[config.mk]
export PLATFORM = sky130hd
export DESIGN_NAME = fu_mult_pipe_flat
export DESIGN_NICKNAME = d
export VERILOG_FILES = /design/src/rtl/fu_mult_pipe_if.sv /design/src/rtl/fu_mult_pipe.sv /design/src/flat_wrapper.sv
export SDC_FILE = /design/constraint.sdc
export NUM_CORES = 2
export LEC_CHECK = 0
export ABC_AREA = 0
export BUFFER_PORTS_ARGS = -buffer_cell sky130_fd_sc_hd__clkbuf_2
export CAP_MARGIN = 10
export CORE_MARGIN = 1
export CORE_UTILIZATION = 30
export CTS_CLUSTER_SIZE = 16
export DETAILED_ROUTE_END_ITERATION = 8
export SYNTH_ARGS = -nofsm -noshare
export SYNTH_HDL_FRONTEND = slang
export SYNTH_SLANG_ARGS = --single-unit
[constraint.sdc]
create_clock -name clock -period 14.57 [get_ports clock]
set_input_delay 1.457 -clock clock [delete_from_list [all_inputs] [get_ports clock]]
set_output_delay 1.457 -clock clock [all_outputs]
set_load 0.01 [all_outputs]
[src/rtl/fu_mult_pipe_if.sv]
// Issue->FU and FU->complete bundle for the pipelined multiplier.
// slave: the FU side (takes issue, drives done); master: issue + complete side.
interface fu_mult_pipe_if #(
    parameter int XLEN  = 32,
    parameter int PR_W  = 6,
    parameter int AR_W  = 5,
    parameter int ROB_W = 5
);
    logic             issue_valid;
    logic             issue_ready;
    logic [XLEN-1:0]  rs1_value;
    logic [XLEN-1:0]  rs2_value;
    logic [4:0]       mult_func;
    logic [PR_W-1:0]  pr_idx;
    logic [AR_W-1:0]  ar_idx;
    logic [ROB_W-1:0] rob_idx;

    logic             done_valid;
    logic             done_ready;
    logic [XLEN-1:0]  done_value;
    logic [PR_W-1:0]  done_pr_idx;
    logic [AR_W-1:0]  done_ar_idx;
    logic [ROB_W-1:0] done_rob_idx;

    modport slave (
        input  issue_valid, rs1_value, rs2_value, mult_func,
        input  pr_idx, ar_idx, rob_idx,
        output issue_ready,
        output done_valid, done_value,
        output done_pr_idx, done_ar_idx, done_rob_idx,
        input  done_ready
    );

    modport master (
        output issue_valid, rs1_value, rs2_value, mult_func,
        output pr_idx, ar_idx, rob_idx,
        input  issue_ready,
        input  done_valid, done_value,
        input  done_pr_idx, done_ar_idx, done_rob_idx,
        output done_ready
    );
endinterface

[src/rtl/fu_mult_pipe.sv]
// Pipelined MUL/MULH/MULHSU/MULHU unit: STAGES-deep shift-add over 2*XLEN bits.
// Ports: clock, reset (sync, high), squash, bus (fu_mult_pipe_if.slave).
module fu_mult_pipe #(
    parameter int STAGES = 4,
    parameter int XLEN   = 32,
    parameter int PR_W   = 6,
    parameter int AR_W   = 5,
    parameter int ROB_W  = 5
) (
    input  logic          clock,
    input  logic          reset,
    input  logic          squash,
    fu_mult_pipe_if.slave bus
);
    localparam int PW = 2 * XLEN;
    localparam int C  = PW / STAGES;

    localparam logic [4:0] ALU_MUL    = 5'h0a;
    localparam logic [4:0] ALU_MULH   = 5'h0b;
    localparam logic [4:0] ALU_MULHSU = 5'h0c;
    localparam logic [4:0] ALU_MULHU  = 5'h0d;

    typedef struct packed {
        logic             valid;
        logic [4:0]       func;
        logic [PR_W-1:0]  pr;
        logic [AR_W-1:0]  ar;
        logic [ROB_W-1:0] rob;
        logic [PW-1:0]    mcand;
        logic [PW-1:0]    mplier;
        logic [PW-1:0]    sum;
    } stage_t;

    stage_t          s_q  [STAGES];
    stage_t          s_d  [STAGES];
    stage_t          in_s [STAGES];
    logic            advance;
    logic            a_sgn;
    logic            b_sgn;
    logic [XLEN-1:0] res;

    // The whole pipe moves in lock-step; a held result freezes every stage.
    assign advance         = !s_q[STAGES-1].valid || bus.done_ready;
    assign bus.issue_ready = advance;

    always_comb begin
        a_sgn = 1'b0;
        b_sgn = 1'b0;
        case (bus.mult_func)
            ALU_MUL, ALU_MULH: begin
                a_sgn = 1'b1;
                b_sgn = 1'b1;
            end
            ALU_MULHSU: a_sgn = 1'b1;
            default: ;
        endcase
    end

    // Stage k folds in chunk k of the multiplier; the running sum
    // is mod 2^PW, so signed operands only need sign extension.
    always_comb begin
        in_s[0]        = '0;
        in_s[0].valid  = bus.issue_valid;
        in_s[0].func   = bus.mult_func;
        in_s[0].pr     = bus.pr_idx;
        in_s[0].ar     = bus.ar_idx;
        in_s[0].rob    = bus.rob_idx;
        in_s[0].mcand  = {{XLEN{a_sgn & bus.rs1_value[XLEN-1]}},
                          bus.rs1_value};
        in_s[0].mplier = {{XLEN{b_sgn & bus.rs2_value[XLEN-1]}},
                          bus.rs2_value};
        for (int k = 1; k < STAGES; k++) begin
            in_s[k] = s_q[k-1];
        end
        for (int k = 0; k < STAGES; k++) begin
            s_d[k]     = in_s[k];
            s_d[k].sum = in_s[k].sum
                       + ((in_s[k].mcand << (k * C))
                          * PW'(in_s[k].mplier[k*C +: C]));
        end
    end

    always_ff @(posedge clock) begin
        if (reset) begin
            for (int k = 0; k < STAGES; k++) begin
                s_q[k] <= '0;
            end
        end else if (squash) begin
            for (int k = 0; k < STAGES; k++) begin
                s_q[k].valid <= 1'b0;
            end
        end else if (advance) begin
            for (int k = 0; k < STAGES; k++) begin
                s_q[k] <= s_d[k];
            end
        end
    end

    // Unknown encodings still retire, carrying a zero result.
    always_comb begin
        res = '0;
        case (s_q[STAGES-1].func)
            ALU_MUL:
                res = s_q[STAGES-1].sum[XLEN-1:0];
            ALU_MULH, ALU_MULHSU, ALU_MULHU:
                res = s_q[STAGES-1].sum[PW-1:XLEN];
            default:
                res = '0;
        endcase
    end

    assign bus.done_valid   = s_q[STAGES-1].valid;
    assign bus.done_value   = res;
    assign bus.done_pr_idx  = s_q[STAGES-1].pr;
    assign bus.done_ar_idx  = s_q[STAGES-1].ar;
    assign bus.done_rob_idx = s_q[STAGES-1].rob;
endmodule

[src/flat_wrapper.sv]
// flat-port wrapper written by rule: the top's interface ports become plain ports
module fu_mult_pipe_flat 
#(
    parameter int STAGES = 4,
    parameter int XLEN   = 32,
    parameter int PR_W   = 6,
    parameter int AR_W   = 5,
    parameter int ROB_W  = 5
)
  (clock, reset, squash, bus_issue_valid, bus_rs1_value, bus_rs2_value, bus_mult_func, bus_pr_idx, bus_ar_idx, bus_rob_idx, bus_issue_ready, bus_done_valid, bus_done_value, bus_done_pr_idx, bus_done_ar_idx, bus_done_rob_idx, bus_done_ready);
  fu_mult_pipe_if #(.XLEN(XLEN), .PR_W(PR_W), .AR_W(AR_W), .ROB_W(ROB_W)) bus_i ();
  input  logic clock;
  input  logic reset;
  input  logic squash;
  input wire logic [$bits(bus_i.issue_valid)-1:0] bus_issue_valid;
  input wire logic [$bits(bus_i.rs1_value)-1:0] bus_rs1_value;
  input wire logic [$bits(bus_i.rs2_value)-1:0] bus_rs2_value;
  input wire logic [$bits(bus_i.mult_func)-1:0] bus_mult_func;
  input wire logic [$bits(bus_i.pr_idx)-1:0] bus_pr_idx;
  input wire logic [$bits(bus_i.ar_idx)-1:0] bus_ar_idx;
  input wire logic [$bits(bus_i.rob_idx)-1:0] bus_rob_idx;
  output wire logic [$bits(bus_i.issue_ready)-1:0] bus_issue_ready;
  output wire logic [$bits(bus_i.done_valid)-1:0] bus_done_valid;
  output wire logic [$bits(bus_i.done_value)-1:0] bus_done_value;
  output wire logic [$bits(bus_i.done_pr_idx)-1:0] bus_done_pr_idx;
  output wire logic [$bits(bus_i.done_ar_idx)-1:0] bus_done_ar_idx;
  output wire logic [$bits(bus_i.done_rob_idx)-1:0] bus_done_rob_idx;
  input wire logic [$bits(bus_i.done_ready)-1:0] bus_done_ready;
  assign bus_i.issue_valid = bus_issue_valid;
  assign bus_i.rs1_value = bus_rs1_value;
  assign bus_i.rs2_value = bus_rs2_value;
  assign bus_i.mult_func = bus_mult_func;
  assign bus_i.pr_idx = bus_pr_idx;
  assign bus_i.ar_idx = bus_ar_idx;
  assign bus_i.rob_idx = bus_rob_idx;
  assign bus_issue_ready = bus_i.issue_ready;
  assign bus_done_valid = bus_i.done_valid;
  assign bus_done_value = bus_i.done_value;
  assign bus_done_pr_idx = bus_i.done_pr_idx;
  assign bus_done_ar_idx = bus_i.done_ar_idx;
  assign bus_done_rob_idx = bus_i.done_rob_idx;
  assign bus_i.done_ready = bus_done_ready;
  fu_mult_pipe #(.STAGES(STAGES), .XLEN(XLEN), .PR_W(PR_W), .AR_W(AR_W), .ROB_W(ROB_W)) u_core (.clock(clock), .reset(reset), .squash(squash), .bus(bus_i));
endmodule
==> impl_summary.md <==
Worst setup path
The largest fanout on the critical path is 17. For the worst setup path, the data required time is between 10 and 15 ns. The slowest cell on the critical path is edfxtp_1. STA classifies the critical path startpoint as a flip-flop.

The most common cell type on the critical path is fa_1. The buffer and inverter count on the worst path is 5. The worst stage delay on the critical path is 0.92 ns. The worst setup path is captured at a flip-flop. The signal arrival time at the worst endpoint is roughly 9.6 ns. The kind of cell with the highest combined delay on the critical path is adder cells.

The start-to-end type of the worst setup path is reg -> reg.

Global routing
The initial antenna violation count is 15. The total grt overflow is 0. The number of global-route vias before repair is a little under 50000.

The global-route wire length before repair is 277000 µm. The combined global-route utilization of all metal layers is 16.0%. The largest net degree at the start of global routing is between 80 and 90.

Clocking
For the worst-skew pair, the clock arrives at the later sink with an insertion delay of 0.63 ns. The root buffer cell chosen for the clock tree is clkbuf_16. TritonCTS built the clock tree. Counting every sink on the clock net gives 430.

The worst-case clock buffer depth is 3. Gates resized during post-CTS repair numbered 0. The clock transition time at the flip-flop clock pins of the worst setup and hold paths is 0.06 ns. Once the clock tree was built, the setup fixing pass inserted 0 buffers. The maximum level of the CTS H-tree is 2. After clock tree synthesis, the flow added hold-fix buffers numbering 0. Clock tree synthesis inserted a total of 51 buffers.

Cells and area
The final standard cell area without fillers is 71100 µm². The flip-flop count of the largest register, all copies and words added is 430. The share of final-layout standard cells stronger than drive strength 1 is ~4.6%. The layout overhead on the synthesized area is 8.34%.

The number of nets at the end of the flow is 8341. In the final layout, the registers with the most flip-flops are u_core.s_q: 430 flops. The core utilization of the finished layout is 32.7%. The register with the most flip-flops is u_core.s_q.

Synthesis
The fraction of synthesized cell area taken by the top area cell type is between 30 and 40%. In the synthesized netlist the dominant register cell turns out to be edfxtp_1. In the post-synthesis netlist, the cell with the most instances is inv_1. Synthesis produced 6617 cells. By area the synthesized netlist is led by fa_1 39%, edfxtp_1 20%, inv_1 8.2%. Of all flip-flops after synthesis, the portion carrying an async set or reset was 0%. The post-synth design cell area is 65600 µm². For this run, the number of Yosys warnings is 0. By count the netlist is led by 1440 x inv_1, 1268 x fa_1, 787 x nand2_1.

The count of distinct cell types in the synthesized netlist is 73. Counting flops with a built-in enable in the synthesized netlist gives between 400 and 500. Summed over all instances, the cell type with the most area after synthesis is fa_1.

The mean instance size in the synthesized netlist is 9.92 µm². The number of nets produced by synthesis is 8369. Synthesis inferred 430 register bits. The share of the Yosys chip area taken by registers is between 10% and 20%.

Die
The total I/O pin count is 140. The core region area is around 220000 µm². The total number of placement rows is between 150 and 200. The initial core utilization is a little under a third. The die span in y is roughly 470 µm.

From left edge to right edge, the die measures 470 µm. The floorplan step defined a die boundary enclosing 221000 µm².

Placed design
The count of port buffers added during placement is between 100 and 150. At the end of routability-driven placement, the weighted congestion stood at 0.905. The cell area after placement is slightly below 70000 µm². The HPWL after detailed placement is between 100000 and 150000 µm.

Status
The run finished with clean final reports.

Route
After the first detailed-routing iteration, the DRC count stood at 2735. The number of nets still failing antenna checks after routing is 0. The average vias per placed instance is about 4.7. The average wire per standard cell is 18.5 µm. The first detailed-routing pass ran for 5 iterations. The routed layout has roughly 45000 vias. The remaining routing DRC violations is 0.

For this block, the routed nets add up to 175000 µm of wire.

Timing
Setup violations remaining at the end of the flow were counted as 0. The count of pins over their slew limit came to 0. Setup repair after global routing left no endpoint under its margin. After routing, the total negative slack on setup checks comes to 0 ns. The smallest clock period supported by the final layout is computed as 9.28 ns. The count of endpoints failing hold in the final timing report was 0. Measured against its own limit, the worst slew margin works out to 28.7%. At the pin with the least slew margin, the transition time is ~1.1 ns. Static timing analysis puts the maximum clock frequency at between 100 and 150 MHz.

The worst clock skew on the final layout is about 0.017 ns. The final worst-path cycle share is a little under two thirds.

Hold path
The path class of the tightest hold or removal check is reg -> reg.

Flow run
The tool flagged a number of max-cap violations equal to 0.
final cells by class:
type / count / area [µm²]
fillers: 22000 / 146000
multi-input cells: 4472 / 46300
flip-flops and latches: 430 / 12900
inverters: 1441 / 5410
well taps: 2854 / 3570
clock buffers: 55 / 1310
repair buffers: 193 / 1100
clock inverters: 40 / 495
diodes: 4 / 10.0
per-layer routing:
| layer | GRT usage [%] | share of wire, % |
|---|---|---|
| met5 | 0 | 0.038 |
| met4 | 2.95 | 1.7 |
| met3 | 3.20 | 7.5 |
| met2 | 25.8 | 45 |
| met1 | 22.2 | 45 |
layout by cell type, fill, tap and decap left out, types with 9 or more instances in the layout:
| cell type | count |
|---|---|
| inv_1 | 1440 |
| fa_1 | 1268 |
| nand2_1 | 786 |
| and2_1 | 572 |
| edfxtp_1 | 429 |
| ha_1 | 394 |
| nor2_1 | 204 |
| and3_1 | 169 |
| a21oi_1 | 169 |
| xnor2_1 | 150 |
| clkbuf_2 | 139 |
| a21o_1 | 117 |
| o21ai_0 | 95 |
| xor2_1 | 95 |
| buf_4 | 53 |
| clkbuf_16 | 52 |
| nand3_1 | 49 |
| nor3_1 | 39 |
| a22o_1 | 35 |
| o21a_1 | 33 |
| nor2b_1 | 32 |
| o21bai_1 | 31 |
| nand2b_1 | 30 |
| a211oi_1 | 20 |
| a31oi_1 | 20 |
| nand4_1 | 14 |
| clkinv_1 | 12 |
| bufinv_16 | 9 |
worst reg2reg max path: cells and delay by family, from the launching register on:
| family | cells | cell delay, ns |
|---|---|---|
| simple gates | 6 | 0.76 |
| xor+xnor | 2 | 0.28 |
| flops | 1 | 0.92 |
| compound gates | 11 | 3.03 |
| fa+ha+maj | 8 | 3.75 |
| buf+inv | 5 | 0.26 |
cells by family (layout without fill, tap and decap cells):
family,after synthesis,count (layout),share of synthesized area (%)
flip-flops,430,430,19.7
other,0,4,0
AO/OA/AOI/OAI,613,613,6.18
AND/OR/NAND/NOR,1948,1948,14.7
buffers and inverters,1715,1729,9.91
multiplexers,4,4,0.0629
adder cells (fa/ha/maj),1662,1662,46.2
XOR/XNOR,245,245,3.27
stage by stage:
stage / cells / setup WS [ns] / hold slack [ns]
floorplan: 6617 / 1.99 / 0.494
global route: 9485 / 4.85 / 0.527
global placement: 9389 / 5.36 / 0.500
finish: 9489 / 5.29 / 0.513
CTS: 9485 / 5.40 / 0.514
detailed placement: 9390 / 5.26 / 0.501
path summary, 6_finish.rpt:
check                                          end  slack (ns)  depth (start not counted)          startpoint
worst min-delay path            u_core.s_q[1][205]        0.51                          1  u_core.s_q[0][205]
worst max-delay path             u_core.s_q[1][61]        5.29                         32  u_core.s_q[0][137]
worst min register to register  u_core.s_q[1][205]        0.51                          1  u_core.s_q[0][205]
worst max register to register   u_core.s_q[1][61]        5.29                         32  u_core.s_q[0][137]
Power is left out: the tool's default activity adds up to more than one toggle a clock period on the data nets, which glitch-free logic cannot reach.
